[src/rtl/cur_fetch_pkg.sv]
// cur_fetch_pkg: constants and pixel packing shared by the ME current-block path
package cur_fetch_pkg;
    localparam int BLK = 8;
    localparam int WORDS_PER_ROW = BLK / 4;
    localparam int WORDS_PER_BLK = BLK * WORDS_PER_ROW;
    typedef enum logic [1:0] {IDLE, RUN, DRAIN} fetch_state_t;
    // lowest-address pixel lands in bits [7:0]
    function automatic logic [31:0] pack_px(input logic [7:0] p0, p1, p2, p3);
        return {p3, p2, p1, p0};
    endfunction
endpackage

[src/rtl/cur_fetch_sync_fifo.sv]
// sync_fifo: power-of-two synchronous FIFO with occupancy count
module sync_fifo #(
    parameter int WIDTH = 32,
    parameter int DEPTH = 4,
    localparam int AW = $clog2(DEPTH)
) (
    input  logic             clk,
    input  logic             rst,
    input  logic             push,
    input  logic             pop,
    input  logic [WIDTH-1:0] wdata,
    output logic [WIDTH-1:0] rdata,
    output logic [AW:0]      count
);
    logic [WIDTH-1:0] mem [DEPTH];
    logic [AW-1:0] wp, rp;
    assign rdata = mem[rp];
    always_ff @(posedge clk)
        if (push) mem[wp] <= wdata;
    always_ff @(posedge clk or negedge rst)
        if (!rst) begin
            wp <= '0;
            rp <= '0;
            count <= '0;
        end else begin
            if (push) wp <= wp + AW'(1);
            if (pop) rp <= rp + AW'(1);
            count <= count + (AW+1)'(push) - (AW+1)'(pop);
        end
endmodule

[src/rtl/cur_fetch.sv]
// cur_fetch: raster-order 8x8 current-block fetcher feeding the ME current-block buffer
module cur_fetch import cur_fetch_pkg::*; #(
    parameter int FRAME_W = 64,
    parameter int FRAME_H = 48,
    parameter int ADDR_W = 16,
    parameter int BASE_ADDR = 0,
    parameter int FIFO_DEPTH = 4,
    localparam int NBX = FRAME_W / BLK,
    localparam int NBY = FRAME_H / BLK,
    localparam int BXW = NBX > 1 ? $clog2(NBX) : 1,
    localparam int BYW = NBY > 1 ? $clog2(NBY) : 1
) (
    input  logic              clk,
    input  logic              rst,
    input  logic              start,
    output logic              busy,
    output logic              frame_done,
    output logic              mem_rd,
    output logic [ADDR_W-1:0] mem_addr,
    input  logic [31:0]       mem_rdata,
    output logic [31:0]       cur_word,
    output logic              cur_valid,
    input  logic              need_cur,
    output logic              blk_first,
    output logic [BXW-1:0]    blk_x,
    output logic [BYW-1:0]    blk_y
);
    localparam int TW = 32 + BXW + BYW + 1;
    localparam int CW = $clog2(FIFO_DEPTH) + 1;
    localparam logic [ADDR_W-1:0] ROW_STEP = ADDR_W'(FRAME_W - 4);
    // from the last block of a block row to the first block of the next one
    localparam logic [ADDR_W-1:0] ROWB_STEP = ADDR_W'(BLK + (BLK - 1) * FRAME_W);
    fetch_state_t state, state_n;
    logic h, rd_q, tag_first, row_end, blk_end, last_rd;
    logic [2:0] r;
    logic [BXW-1:0] bx, tag_x;
    logic [BYW-1:0] by, tag_y;
    logic [ADDR_W-1:0] addr, blk_base, next_base;
    logic [CW-1:0] count;
    logic [TW-1:0] head;
    assign mem_rd = state == RUN && 32'(count) + 32'(rd_q) < FIFO_DEPTH;
    assign mem_addr = addr;
    assign busy = state != IDLE;
    assign frame_done = state == DRAIN && count == '0 && !rd_q;
    assign cur_valid = count != '0;
    assign {blk_first, blk_y, blk_x, cur_word} = cur_valid ? head : '0;
    assign blk_end = h && r == 3'(BLK - 1);
    assign row_end = bx == BXW'(NBX - 1);
    assign last_rd = mem_rd && blk_end && row_end && by == BYW'(NBY - 1);
    assign next_base = blk_base + (row_end ? ROWB_STEP : ADDR_W'(BLK));
    always_comb begin
        state_n = state;
        if (state == IDLE && start) state_n = RUN;
        else if (state == RUN && last_rd) state_n = DRAIN;
        else if (frame_done) state_n = IDLE;
    end
    always_ff @(posedge clk or negedge rst)
        if (!rst) begin
            state <= IDLE;
            {h, r, bx, by} <= '0;
            addr <= '0;
            blk_base <= '0;
            rd_q <= 1'b0;
            {tag_first, tag_x, tag_y} <= '0;
        end else begin
            state <= state_n;
            rd_q <= mem_rd;
            if (mem_rd) {tag_first, tag_x, tag_y} <= {!h && r == 3'd0, bx, by};
            if (state == IDLE && start) begin
                {h, r, bx, by} <= '0;
                addr <= ADDR_W'(BASE_ADDR);
                blk_base <= ADDR_W'(BASE_ADDR);
            end else if (mem_rd) begin
                h <= !h;
                if (!h) addr <= addr + ADDR_W'(4);
                else if (!blk_end) begin
                    r <= r + 3'd1;
                    addr <= addr + ROW_STEP;
                end else begin
                    r <= 3'd0;
                    addr <= next_base;
                    blk_base <= next_base;
                    bx <= row_end ? '0 : bx + BXW'(1);
                    by <= row_end ? by + BYW'(1) : by;
                end
            end
        end
    sync_fifo #(.WIDTH(TW), .DEPTH(FIFO_DEPTH)) u_fifo (
        .clk(clk),
        .rst(rst),
        .push(rd_q),
        .pop(need_cur && cur_valid),
        .wdata({tag_first, tag_y, tag_x, mem_rdata}),
        .rdata(head),
        .count(count)
    );
endmodule
[config.mk]
export PLATFORM = sky130hd
export DESIGN_NAME = cur_fetch
export DESIGN_NICKNAME = d
export VERILOG_FILES = /design/src/rtl/cur_fetch_pkg.sv /design/src/rtl/cur_fetch_sync_fifo.sv /design/src/rtl/cur_fetch.sv
export SDC_FILE = /design/constraint.sdc
export NUM_CORES = 1
export LEC_CHECK = 0
export ABC_AREA = 0
export CAP_MARGIN = 25
export CORE_MARGIN = 1.5
export CORE_UTILIZATION = 45
export CTS_CLUSTER_DIAMETER = 60
export DETAILED_ROUTE_END_ITERATION = 8
export PLACE_DENSITY = 0.77
export SKIP_LAST_GASP = 1
export SLEW_MARGIN = 20
export SYNTH_ARGS = -nofsm -noshare
export SYNTH_HDL_FRONTEND = slang
export SYNTH_SLANG_ARGS = --single-unit
[constraint.sdc]
create_clock -name clk -period 2.65 [get_ports clk]
set_input_delay 0.53 -clock clk [delete_from_list [all_inputs] [get_ports clk]]
set_output_delay 0.53 -clock clk [all_outputs]
set_load 0.01 [all_outputs]
* After elaboration in Yosys (flattened, before gate mapping) *
Memory sizes are Yosys's and may differ from the RTL's.
Cells that the tools add are included.

cells by class
  add/subtract/negate cells = 11
  magnitude comparators = 1
  equal/unequal tests = 5
  muxes and demuxes = 31
  reductions and logical operators = 26

operator list
  kind                     number
  $mux W16                 8
  $mux W3                  14
  $mux W39                 1
  $add A16 B3 Y16 const B  1
  $add A16 B6 Y16 const B  1
  $add A16 B9 Y16          1
  $logic_and A1 B1 Y1      11
  $reduce_bool A2 Y1       5
  $add A3 B1 Y3 const B    3
  $eq A3 B3 Y1 const B     3
  $mux W9                  1
  $logic_not A3 Y1         2
  $mux W2                  3
  $reduce_bool A3 Y1       2
  $add A2 B1 Y2 const B    2
  $add A3 B1 Y4            1
  $lt A4 B3 Y1 const B     1
  $mux W1                  4
  $reduce_and A4 Y1        1
  $add A3 B1 Y3            1
  $reduce_and A3 Y1        1
  $sub A3 B1 Y3            1
  $eq A2 B1 Y1 const B     1
  $eq A2 B2 Y1 const B     1
  other kinds (3)          4

storage, ports and cells
  flip-flop bits (word level) = 59
  bits in writable memories = 156
  bits of input ports = 36
  output and inout port bits = 59
  word-level logic and storage cells = 89
  memories kept = 1

memory list
  name        words  width  read ports  clocked after memory_dff  wr ports  line                       RTL
  u_fifo.mem  4      39     1           0                         1         cur_fetch_sync_fifo.sv:15  logic [WIDTH-1:0] mem [DEPTH];

* Depth between registers and ports, before layout *
  depth in word-level cells = 9
  depth in mapped cells = 9
  depth with buffers taken out = 8

* Cells and area by module *
Synthesis repeated with hierarchy kept, for this count alone.

unflattened totals
  cells, all modules = 650
  area total of the unflattened synthesis = 9390.3 sq um

modules (own cells, without submodules)
  module     instances  cells each  area an instance (sq um)  sequential area each (sq um)
  sync_fifo  1          236         6052.1                    4859.7
  cur_fetch  1          414         3338.2                    1201.2

* Worst setup path after synthesis *
Ideal clock, no wire load.

  path type = flip-flop to flip-flop
  start point = reg u_fifo.count[1]
  end point = reg u_fifo.count[2]
  setup time = 0.122 ns
  data arrival time = 2.087 ns
  required time = 2.528 ns
  setup slack = 0.442 ns
  stages on the path, launching flop included = 10
  buffers on the path = 1
  clock period less this slack = 2.208 ns
  cell sequence = dfrtp_1 > or3_1 > clkbuf_1 > and2_1 > ha_1 > inv_1 > ha_1 > inv_1 > fa_1 > xor2_1

on the way
  word-level cells in the longest chain between the ends = 3
  elaborated cells between the ends (all ways) = 4
  classes of those cells = 2 x add/sub; 2 x reduce/logical

ends and longest elaborated chain
  element                 line                       RTL
  start, declared         cur_fetch_sync_fifo.sv:13  output logic [AW:0] count
  start signal, assigned  cur_fetch_sync_fifo.sv:28  count <= count + (AW+1)'(push) - (AW+1)'(pop);
  $reduce_bool A3 Y1      cur_fetch.sv:45            assign cur_valid = count != '0;
  $logic_and A1 B1 Y1     cur_fetch.sv:92            .pop(need_cur && cur_valid),
  named net u_fifo.pop    cur_fetch_sync_fifo.sv:10  input logic pop,
  $sub A3 B1 Y3           cur_fetch_sync_fifo.sv:28

The timed path passes the listed nets, and every way through them passes these cells.
A chain may end at the register's enable or synchronous reset.

* Final worst setup path *
  start point = reg u_fifo.rp[0]
  end point = out cur_word[10]

on the way
  word-level cells in the longest chain between the ends = 2

ends and longest elaborated chain
  element                 line                       RTL
  start, declared         cur_fetch_sync_fifo.sv:16  logic [AW-1:0] wp, rp;
  start signal, assigned  cur_fetch_sync_fifo.sv:27  if (pop) rp <= rp + AW'(1);
  $mem_v2 Z4 W39          --
  $mux W39                cur_fetch.sv:46            assign {blk_first, blk_y, blk_x, cur_word} = cur_valid ? head : '0;
  end, declared           cur_fetch.sv:21            output logic [31:0] cur_word,

Every way passes these cells.

==> metrics.md <==
| Metric | Value |
|---|---|
| Reg2Reg Depth | 7 |
| Flops & latches, synth | between 200 and 250 |
| DRC | 0 |
| Failing checks | negative setup slack |
| Rows | 52 |
| Worst R2R Start | bx[0] |
| Slew Limit Headroom | 52.4% |
| Largest net degree at the start of global routing | 40 |
| Area post-placement | 10800 µm² |
| Final Wtd Congestion | 0.850 |
| Wire per inst | 19.1 µm |
| Hold WC Path Type | in2async |
| Die area | 21900 µm² |
| Final Hold Fails | 0 |
| EDFF count, synth | 156 |
| Dpl ws | 215 ps |
| Gr usage total | 18.4% |
| Post-DP HPWL | about 12000 µm |
| Total number of vias | 6057 |
| Initial drt markers | approximately 450 |
| Final Power | ~13 mW |
| Period Utilization, post-route | 105% |
| Number of buffers added on ports | 94 |
| Max clock buf depth | 3 |
| Final cell area excluding filler cells | 11700 µm² |
| Most common cell after layout, fill and taps aside | edfxtp_1 |
| # setup viols final | 12 |
| FF-to-FF setup slack | 220 ps |
| Endpoint type of the worst setup path | output port |
| Fin crit period | 2780 ps |
| Most frequent cells in the layout | edfxtp_1 (156), dfrtp_1 (54), clkdlybuf4s50_1 (52) |
| Ports | 95 |
| Syn nets | 708 |
| Crit path DAT | around 2300 ps |
| Final WS setup | -130 ps |
| Antenna Violating Nets Remaining | 0 |
| Placed Instances | 1002 |
| Max-cap violations | 0 |
| Vias in the first global route | 5874 |
| Worst slew pin tran | between 700 and 800 ps |
| Hold_buf cts | 0 |
| # diodes | 0 |
| Antenna violations before repair | 0 |
| Startpoint Class | register |
| Pwr Density | ~1100 nW/µm² |
| Clock skew | 7.78 ps |
| Cell count after synthesis | between 600 and 700 |
| Slew Limit Fails | 0 |
| Share of flip-flops with an asynchronous set or reset | 26.1% |
| Synth warn | 0 |
| Initial Util | a little under half |
| Fmax | ~360 MHz |
| Syn-to-layout area delta | 24.2% |
| Synth unique cells | 72 |
| Core ar. | 20400 µm² |
| Drt pass-1 iters | 5 |
| Status | finished with violations |
| Synthesized area | between 9000 and 10000 µm² |
| Required time worst endpoint | 2120 ps |
| Root Driver | clkbuf_16 |
| Worst setup path start | u_fifo.rp[0] |
| Filler Cells Inserted | 1614 |
| Die height | 148 µm |
| GR Overflow Total | 0 |
| First-pass GRT wire length | 31700 µm |
| Post-synth top flop | edfxtp_1 |
| Fraction of layout cells with a size suffix above 1 | 20.6% |
| Vias per inst | ~5.7 |
| Worst skew pair latency | between 400 and 500 ps |
| Register area share after synthesis | 64.1% |
| Post-Route Utilization | a little under three fifths |
| RSZ-0062 raised after global routing | yes |
| VDD IR-drop max | 525 µV |
| Clk slew on worst S/H paths | around 60 ps |
| Layout Cells excl Fill | 1067 |
| Final nets | 836 |
| Crit path max fanout | 5 |
| CTS buffer count | 23 |
| CTS tree | done |
| Width of the die | 148 µm |
| Static leakage | 4.54 nW |
| Post-Syn Area per Cell | 14.5 µm² |
| Clk sinks | 211 |
| Setup crit end | cur_word[10] |
| RR Endpoint | blk_base[12] |
| WL final | roughly 20000 µm |
| Max H-tree Level | 1 |
| Setup Crit Path Kind | reg2out |
-- logic make-up after synthesis --
family	count (synthesis)	share of synthesized area, %
flops	211	64.1
simple gates	199	11.3
xor+xnor	20	1.85
buf+inv	58	2.70
fa+ha+maj	19	2.60
mux	41	9.52
compound gates	105	7.84
-- how the worst min path moves through the flow --
stage	startpoint	endpoint	slack, ps	cells after the start
after CTS	rst	blk_base[15]	70	1
after detailed placement	r[2]	tag_first	480	1
after global routing	rst	blk_base[12]	100	1
final	rst	blk_base[15]	60	1
after global placement	r[2]	tag_first	480	1
after floorplan	rst	blk_base[10]	230	0
-- through the flow --
step	setup TNS [ps]	hold WS [ps]
after floorplan	0	234
after global placement	0	478
after detailed placement	0	482
after CTS	-3060	68.1
after global routing	-2000	99.3
final	-678	57.5
-- worst max-delay path: stages, from the launching register on --
cell           delay (ps)
dfrtp_2               430
buf_4                 140
buf_12                110
buf_4                 130
mux4_2                500
and2_1                170
dlygate4sd2_1         280
-- layer usage --
layer,GRT usage (%),part of all wire [%],vias up
met3,2.65,6.6,25
met2,32.1,50,233
met1,24.8,42,3032
li1,-,-,2767
met5,0,0,-
met4,3.71,1.5,0
-- cell type report --
class,instances,area (µm²),share of cell area [%]
flip-flops and latches,211,6060,51.6
multi-input cells,384,3150,26.8
clock buffers,28,594,5.06
well taps,270,338,2.88
repair buffers,142,1390,11.8
clock inverters,13,140,1.19
inverters,19,71.3,0.608
-- power breakdown --
group          internal (mW)  switching [mW]
sequential              4.45           0.502
clock                   1.81            1.26
combinational           2.70            2.53
-- cells in the mapped netlist (3+ instances only) --
library cell	count	area, µm²
a211o_1	3	26.3
a21oi_1	15	75.1
a22o_1	6	52.6
a22oi_1	5	37.5
and2_1	46	288
and3_1	6	37.5
and3_2	3	22.5
buf_1	4	15.0
buf_2	17	85.1
clkbuf_1	14	52.6
dfrtp_1	55	1380
edfxtp_1	156	4680
ha_1	18	225
inv_1	18	67.6
mux4_2	39	878
nand2_1	51	191
nand3_1	17	85.1
nand4_1	6	37.5
nor2_1	21	78.8
nor3_1	17	85.1
nor4_1	7	43.8
o211ai_1	3	22.5
o21a_1	5	37.5
o21ai_0	29	145
o221ai_1	3	26.3
o22ai_1	3	18.8
o31ai_1	10	75.1
or3_1	5	31.3
xnor2_1	9	78.8
xor2_1	11	96.3
-- state kept, by name, indices dropped and copies added (netlist names) --
name	count
u_fifo.wp	2
blk_base	13
bx	3
tag_x	3
state	2
rd_q	1
u_fifo.count	3
by	3
u_fifo.mem	156
r	3
tag_y	3
h	1
u_fifo.rp	2
mem_addr	15
tag_first	1
-- repair_timing --
item                       CTS  global route
pin swaps                    1             0
cloned                       2             2
resized for setup           43            45
setup endpoints to repair   42            39
buffers inserted             7            17
Note: power is estimated with default switching activity, not from simulation.
